**config.mk**
```make
export PLATFORM = sky130hd
export DESIGN_NAME = serial_frame_tx_flat
export DESIGN_NICKNAME = d
export VERILOG_FILES = /design/src/rtl/serial_frame_pkg.sv /design/src/rtl/serial_frame_tx_if.sv /design/src/rtl/serial_frame_shifter.sv /design/src/rtl/serial_frame_tx.sv /design/src/flat_wrapper.sv
export SDC_FILE = /design/constraint.sdc
export NUM_CORES = 1
export LEC_CHECK = 0
export ABC_AREA = 1
export CAP_MARGIN = 10
export CORE_MARGIN = 2
export CORE_UTILIZATION = 40
export CTS_BUF_LIST = sky130_fd_sc_hd__clkbuf_4 sky130_fd_sc_hd__clkbuf_8
export DETAILED_ROUTE_END_ITERATION = 8
export GPL_ROUTABILITY_DRIVEN = 0
export HOLD_SLACK_MARGIN = 0.02
export PLACE_DENSITY = 0.64
export SYNTH_ARGS = -nofsm -noshare
export SYNTH_HDL_FRONTEND = slang
export SYNTH_SLANG_ARGS = --single-unit
export TNS_END_PERCENT = 1
```
**constraint.sdc**
```tcl
create_clock -name i_clk -period 1.35 [get_ports i_clk]
set_input_delay 0.3375 -clock i_clk [delete_from_list [all_inputs] [get_ports i_clk]]
set_output_delay 0.3375 -clock i_clk [all_outputs]
set_load 0.03 [all_outputs]
```
**src/rtl/serial_frame_pkg.sv**
```systemverilog
// rtl/serial_frame_pkg.sv - shared types, defaults and helpers for the serial sync-pattern link
// Optional feature macro: SERIAL_FRAME_TX_PARITY_EN (adds the PARITY state)
package serial_frame_pkg;

  // Sync pattern defaults, shared with the receive-side sequence detector
  localparam int                      SYNC_W_DEF   = 3;
  localparam logic [SYNC_W_DEF-1:0]   SYNC_PAT_DEF = 3'b101;

  typedef enum logic [2:0] {
    ST_IDLE   = 3'd0,
    ST_SYNC   = 3'd1,
    ST_DATA   = 3'd2,
    ST_GAP    = 3'd3
`ifdef SERIAL_FRAME_TX_PARITY_EN
    ,
    ST_PARITY = 3'd4
`endif
  } tx_state_t;

  // Even parity: the bit that makes the total count of ones even
  function automatic logic even_parity(input logic [63:0] d);
    return ^d;
  endfunction

  function automatic int max3(input int a, input int b, input int c);
    int m;
    m = (a > b) ? a : b;
    return (m > c) ? m : c;
  endfunction

endpackage

```
**src/rtl/serial_frame_tx_if.sv**
```systemverilog
// rtl/serial_frame_tx_if.sv - parallel handshake and serial line bundle of the frame transmitter
interface serial_frame_tx_if #(
  parameter int DATA_W = 8
);
  logic [DATA_W-1:0] i_data;
  logic              i_valid;
  logic              o_ready;
  logic              o_bit;
  logic              o_bit_en;
  logic              o_busy;

  modport master (
    output i_data,
    output i_valid,
    input  o_ready,
    input  o_bit,
    input  o_bit_en,
    input  o_busy
  );

  modport slave (
    input  i_data,
    input  i_valid,
    output o_ready,
    output o_bit,
    output o_bit_en,
    output o_busy
  );
endinterface

```
**src/rtl/serial_frame_shifter.sv**
```systemverilog
// rtl/serial_frame_shifter.sv - MSB-first payload shift register plus per-state bit down-counter
module serial_frame_shifter #(
  parameter int DATA_W = 8,
  parameter int CNT_W  = 4
) (
  input  logic              i_clk,
  input  logic              i_rst_n,
  input  logic              i_load,
  input  logic [DATA_W-1:0] i_data,
  input  logic              i_shift,
  input  logic              i_cnt_load,
  input  logic [CNT_W-1:0]  i_cnt_val,
  input  logic              i_cnt_dec,
  output logic              o_msb,
  output logic              o_next_msb,
  output logic [CNT_W-1:0]  o_cnt,
  output logic              o_done
);

  logic [DATA_W-1:0] shreg_q;
  logic [CNT_W-1:0]  cnt_q;

  // Payload register: loaded on handshake, shifted left once per data bit sent
  always_ff @(posedge i_clk or negedge i_rst_n) begin
    if (!i_rst_n) begin
      shreg_q <= '0;
    end else if (i_load) begin
      shreg_q <= i_data;
    end else if (i_shift) begin
      shreg_q <= shreg_q << 1;
    end
  end

  // Down-counter: reloaded on each state entry, holds at zero rather than wrapping
  always_ff @(posedge i_clk or negedge i_rst_n) begin
    if (!i_rst_n) begin
      cnt_q <= '0;
    end else if (i_cnt_load) begin
      cnt_q <= i_cnt_val;
    end else if (i_cnt_dec && (cnt_q != '0)) begin
      cnt_q <= cnt_q - 1'b1;
    end
  end

  assign o_msb  = shreg_q[DATA_W-1];
  assign o_cnt  = cnt_q;
  assign o_done = (cnt_q == '0);

  // Bit that becomes the MSB after the next shift; the FSM registers it one cycle early
  generate
    if (DATA_W > 1) begin : g_next_msb
      assign o_next_msb = shreg_q[DATA_W-2];
    end else begin : g_next_msb_w1
      assign o_next_msb = 1'b0;
    end
  endgenerate

endmodule

```
**src/rtl/serial_frame_tx.sv**
```systemverilog
// rtl/serial_frame_tx.sv - serial frame transmitter: sync pattern, MSB-first payload, optional parity, idle gap
// Optional feature macro: SERIAL_FRAME_TX_PARITY_EN (even-parity bit after the payload)
module serial_frame_tx
  import serial_frame_pkg::*;
#(
  parameter int                DATA_W   = 8,
  parameter int                SYNC_W   = SYNC_W_DEF,
  parameter logic [SYNC_W-1:0] SYNC_PAT = SYNC_PAT_DEF,
  parameter int                GAP_LEN  = 2
) (
  input  logic               i_clk,
  input  logic               i_rst_n,
  serial_frame_tx_if.slave   bus
);

  localparam int CNT_MAX = max3(SYNC_W, DATA_W, GAP_LEN);
  localparam int CNT_W   = $clog2(CNT_MAX + 1);

  tx_state_t        state_q, state_d;
  logic             bit_q, bit_d;
  logic             en_q, en_d;
  logic             busy_q;
  logic             ready_q;

  logic             sh_load, sh_shift;
  logic             cnt_load, cnt_dec;
  logic [CNT_W-1:0] cnt_val;
  logic             sh_msb, sh_next_msb, cnt_done;
  logic [CNT_W-1:0] cnt_q;
  logic             sync_next;

  serial_frame_shifter #(
    .DATA_W (DATA_W),
    .CNT_W  (CNT_W)
  ) u_shifter (
    .i_clk      (i_clk),
    .i_rst_n    (i_rst_n),
    .i_load     (sh_load),
    .i_data     (bus.i_data),
    .i_shift    (sh_shift),
    .i_cnt_load (cnt_load),
    .i_cnt_val  (cnt_val),
    .i_cnt_dec  (cnt_dec),
    .o_msb      (sh_msb),
    .o_next_msb (sh_next_msb),
    .o_cnt      (cnt_q),
    .o_done     (cnt_done)
  );

`ifdef SERIAL_FRAME_TX_PARITY_EN
  logic par_q;

  // Parity is taken from the word as latched, since the shift register is consumed while sending
  always_ff @(posedge i_clk or negedge i_rst_n) begin
    if (!i_rst_n) begin
      par_q <= 1'b0;
    end else if (sh_load) begin
      par_q <= even_parity(64'(bus.i_data));
    end
  end
`endif

  // Next state plus the next serial bit; outputs are registered so bits are computed one cycle ahead
  always_comb begin
    state_d   = state_q;
    bit_d     = 1'b0;
    en_d      = 1'b0;
    sh_load   = 1'b0;
    sh_shift  = 1'b0;
    cnt_load  = 1'b0;
    cnt_val   = '0;
    cnt_dec   = 1'b0;
    sync_next = 1'b0;
    // In SYNC the counter holds the index of the bit on the line; the next one is index-1
    for (int i = 0; i < SYNC_W; i++) begin
      if (cnt_q == CNT_W'(i + 1)) sync_next = SYNC_PAT[i];
    end
    case (state_q)
      ST_IDLE: begin
        if (bus.i_valid) begin
          state_d  = ST_SYNC;
          sh_load  = 1'b1;
          cnt_load = 1'b1;
          cnt_val  = CNT_W'(SYNC_W - 1);
          bit_d    = SYNC_PAT[SYNC_W-1];
          en_d     = 1'b1;
        end
      end
      ST_SYNC: begin
        en_d = 1'b1;
        if (cnt_done) begin
          state_d  = ST_DATA;
          cnt_load = 1'b1;
          cnt_val  = CNT_W'(DATA_W - 1);
          bit_d    = sh_msb;
        end else begin
          cnt_dec = 1'b1;
          bit_d   = sync_next;
        end
      end
      ST_DATA: begin
        if (cnt_done) begin
`ifdef SERIAL_FRAME_TX_PARITY_EN
          state_d  = ST_PARITY;
          cnt_load = 1'b1;
          cnt_val  = '0;
          bit_d    = par_q;
          en_d     = 1'b1;
`else
          state_d  = ST_GAP;
          cnt_load = 1'b1;
          cnt_val  = CNT_W'(GAP_LEN - 1);
`endif
        end else begin
          sh_shift = 1'b1;
          cnt_dec  = 1'b1;
          bit_d    = sh_next_msb;
          en_d     = 1'b1;
        end
      end
`ifdef SERIAL_FRAME_TX_PARITY_EN
      ST_PARITY: begin
        state_d  = ST_GAP;
        cnt_load = 1'b1;
        cnt_val  = CNT_W'(GAP_LEN - 1);
      end
`endif
      ST_GAP: begin
        if (cnt_done) begin
          state_d = ST_IDLE;
        end else begin
          cnt_dec = 1'b1;
        end
      end
      default: begin
        state_d = ST_IDLE;
      end
    endcase
  end

  // State and registered line outputs; ready/busy are decodes of the state being entered
  always_ff @(posedge i_clk or negedge i_rst_n) begin
    if (!i_rst_n) begin
      state_q <= ST_IDLE;
      bit_q   <= 1'b0;
      en_q    <= 1'b0;
      busy_q  <= 1'b0;
      ready_q <= 1'b1;
    end else begin
      state_q <= state_d;
      bit_q   <= bit_d;
      en_q    <= en_d;
      busy_q  <= (state_d != ST_IDLE);
      ready_q <= (state_d == ST_IDLE);
    end
  end

  assign bus.o_bit    = bit_q;
  assign bus.o_bit_en = en_q;
  assign bus.o_busy   = busy_q;
  assign bus.o_ready  = ready_q;

endmodule

```
**src/flat_wrapper.sv**
```systemverilog
// flat-port wrapper written by rule: the top's interface ports become plain ports
module serial_frame_tx_flat import serial_frame_pkg::*;
#(
  parameter int                DATA_W   = 8,
  parameter int                SYNC_W   = SYNC_W_DEF,
  parameter logic [SYNC_W-1:0] SYNC_PAT = SYNC_PAT_DEF,
  parameter int                GAP_LEN  = 2
)
  (i_clk, i_rst_n, bus_i_data, bus_i_valid, bus_o_ready, bus_o_bit, bus_o_bit_en, bus_o_busy);
  serial_frame_tx_if #(.DATA_W(DATA_W)) bus_i ();
  input  logic i_clk;
  input  logic i_rst_n;
  input wire logic [$bits(bus_i.i_data)-1:0] bus_i_data;
  input wire logic [$bits(bus_i.i_valid)-1:0] bus_i_valid;
  output wire logic [$bits(bus_i.o_ready)-1:0] bus_o_ready;
  output wire logic [$bits(bus_i.o_bit)-1:0] bus_o_bit;
  output wire logic [$bits(bus_i.o_bit_en)-1:0] bus_o_bit_en;
  output wire logic [$bits(bus_i.o_busy)-1:0] bus_o_busy;
  assign bus_i.i_data = bus_i_data;
  assign bus_i.i_valid = bus_i_valid;
  assign bus_o_ready = bus_i.o_ready;
  assign bus_o_bit = bus_i.o_bit;
  assign bus_o_bit_en = bus_i.o_bit_en;
  assign bus_o_busy = bus_i.o_busy;
  serial_frame_tx #(.DATA_W(DATA_W), .SYNC_W(SYNC_W), .SYNC_PAT(SYNC_PAT), .GAP_LEN(GAP_LEN)) u_core (.i_clk(i_clk), .i_rst_n(i_rst_n), .bus(bus_i));
endmodule
```
==> out/qor.yml <==
cells_and_area:
  diodes: 0
  drive_gt1_frac: 0.358
  layout_common_cells: "nand2_1 (29), buf_4 (20), dfrtp_1 (18)"
  nets: 167
  layout_commonest_cell: "nand2_1"
  area_growth_pct: 41.4
  finalCoreUtilization: 0.588
clock_tree:
  clk_latency_ns: 0.31
  cts_made_buffers: 3
  cts-hold-fix-buffers: 0
  htreeDepth: 1
  cts_sinks: 19
  root_buffer: "clkbuf_4"
  cts_tree: "done"
  cts.clk_slew.worst_paths_ns: 0.11
  cts.path.max_buffers: 2
global_routing:
  grt_max_degree: 20
  grt_overflow: 0
  grt_pass1_wl_um: 3550
  antenna_found_initial: 0
  grt_pass1_vias: 769
  grtUsageTotal: 0.174
critical_path:
  worst-path-max-fanout: 6
  crit_arrival_ns: 1.63
  setup.worst_path.end_class: "flop"
  crit_path_start_kind: "flop"
  path_class: "reg2reg"
  critPathRequiredTime_ns: 1.56
drt:
  vias: 884
  drt-total-wl_um: 2290
  dr.pass1.iters: 4
  drtIter0Drc: 8
  drc_errors: 0
  wl_per_cell_um: 12.6
  viasPerCell: 4.88
  ant_nets: 0
synth:
  ys_warn_count: 0
  synth_simple_gate_area_frac: 0.284
  synth_top_family_by_area: "simple AND/OR/NAND/NOR gates"
  syn-num-nets: 128
  syn_inst: 113
  synth_top_area_share: 0.441
  synth.area.top_cells: "dfrtp_1 (44%), nand2_1 (12%), ha_1 (4.9%)"
  ys_seq_area_frac: 0.467
  yosysUniqueCellTypes: 25
  netlist_area_sq_um: 1020
  synth_compound_area_frac: 0.0993
  syn_area_per_cell_sq_um: 9.04
  synthXorXnorAreaFrac: 0.0172
  ys_ff_latch: 19
  synth_top_area_cell: "dfrtp_1"
  synthMuxAreaShare: 0
  synth-adder-area-share: 0.0490
floorplan:
  dieArea_sq_um: 2970
  pin_count: 15
  die_x_um: 54.5
  rows: 18
  start_util: 0.416
  core_area_sq_um: 2450
  die_h_um: 54.5
timing:
  worst_slack_ns: -0.0750
  period_share: 1.06
  setup_viol: 14
  min_period_ns: 1.43
  timing_hold_violations_final: 0
  fmax_mhz: 702
  fin_worst_skew_ns: 0.00721
  slew_viol_final: 0
  whs_ns: 0.353
  rsz0062_at_grt: "true"
power_and_ir_drop:
  pwr-share-seq: 0.336
  leakagePower_nw: 0.722
  powerDensity_nw_per_um2: 1990
  p_int_mw: 1.67
  switchingPower_mw: 1.21
  ir_drop_mv: 1.19
  p_sw_frac: 0.419
  p_clk_frac: 0.103
  p_comb_frac: 0.561
place:
  io_buffers: 14
  place_hpwl_um: 1560
worst_hold_path:
  min_path_type: "in2async"
job:
  maxCapViolations: 0
status:
  status: "finished with violations"
  failed_checks: "setup timing"
==> routing by layer <==
metal  track usage  wire length (um)  part of all wire
met4        0.0625                16            0.0070
met2         0.273              1160              0.51
met3        0.0574                77             0.034
met1         0.223              1030              0.45
met5             0                 0                 0
==> cells by family after synthesis <==
| logic type | count (synthesis) |
|---|---|
| other | 1 |
| adder cells (fa/ha/maj) | 4 |
| XOR/XNOR | 2 |
| buffers and inverters | 16 |
| flip-flops | 19 |
| AO/OA/AOI/OAI | 15 |
| AND/OR/NAND/NOR | 56 |
==> worst paths after layout <==
check | startpoint | end | slack, ns | depth (start not counted)
max in group asynchronous | i_rst_n | u_core.bus.o_ready$_DFF_PN1_ | 0.73 | 2
max reg2reg | u_core.u_shifter.o_cnt[1]$_DFFE_PN0P_ | u_core.bus.o_busy$_DFF_PN0_ | -0.08 | 8
max | u_core.u_shifter.o_cnt[1]$_DFFE_PN0P_ | u_core.bus.o_busy$_DFF_PN0_ | -0.08 | 8
min | i_rst_n | u_core.state_q[0]$_DFF_PN0_ | 0.35 | 2
min in group i_clk | u_core.u_shifter.shreg_q[2]$_DFFE_PN0P_ | u_core.u_shifter.shreg_q[2]$_DFFE_PN0P_ | 0.50 | 2
min reg2reg | u_core.u_shifter.shreg_q[2]$_DFFE_PN0P_ | u_core.u_shifter.shreg_q[2]$_DFFE_PN0P_ | 0.50 | 2
==> stage by stage <==
stage | worst slack (ns) | area [sq um] | total power, mW | TNS [ns] | instances
2_1_floorplan | -0.0201 | 1030 | 1.84 | -0.102 | 113
3_3_place_gp | -0.248 | 1270 | 2.27 | -2.98 | 167
3_5_place_dp | -0.301 | 1270 | 2.31 | -3.56 | 167
4_1_cts | -0.0556 | 1330 | 2.68 | -0.287 | 174
5_1_grt | -0.132 | 1440 | 3.11 | -1.67 | 181
6_report | -0.0750 | 1440 | 2.88 | -0.615 | 181
==> layout make-up <==
class	instances	area (sq um)
inverter	14	55.1
tap	30	37.5
fill	217	1010
clock inverter	1	5.00
timing repair buffer	36	318
multi-input combinational	78	529
clock buffer	3	22.5
sequential	19	477
==> synth_stat cells <==
master / count
xor2_1: 2
buf_8: 1
ha_1: 4
o21ai_2: 1
a22oi_1: 5
inv_4: 1
nor3_1: 1
nand4_1: 3
o211ai_1: 4
inv_1: 13
nor2_1: 4
nand2_1: 32
nor2_8: 1
o21ai_1: 1
dfstp_2: 1
a21oi_1: 2
nor2_2: 1
nand3_1: 7
buf_6: 1
nand2_2: 3
nor2_4: 3
dfrtp_1: 18
o21ai_0: 2
nand3_4: 1
conb_1: 1
==> power groups by stage <==
| stage | clock, mW | sequential (mW) | combinational, mW |
|---|---|---|---|
| after global routing | 0.348 | 0.993 | 1.77 |
| after CTS | 0.316 | 0.954 | 1.41 |
| after floorplan | 0 | 1.06 | 0.783 |
| final | 0.297 | 0.968 | 1.61 |
| after detailed placement | 0 | 0.965 | 1.35 |
| after global placement | 0 | 0.961 | 1.31 |
==> repair_timing <==
item	4_1_cts	5_1_grt
resized for setup	8	16
pin swaps	1	10
buffers inserted	3	7
endpoints found under the setup margin	13	17
==> flip-flops by register name, summed over array words and instances, names as in the netlist <==
signal	count
u_core.u_shifter.shreg_q	8
u_core.bus.o_bit	1
u_core.bus.o_ready	1
u_core.bus.o_bit_en	1
u_core.bus.o_busy	1
u_core.u_shifter.o_cnt	4
u_core.state_q	3
==> critical path, cell delays in order (launching register included) <==
cell     delay [ns]
dfrtp_1        0.42
inv_2          0.08
ha_4           0.15
nand2_4        0.05
nor2_4         0.15
nor2_4         0.07
nor2_8         0.14
nand3_4        0.11
buf_4          0.15
Note: power is estimated with default switching activity, not from simulation.
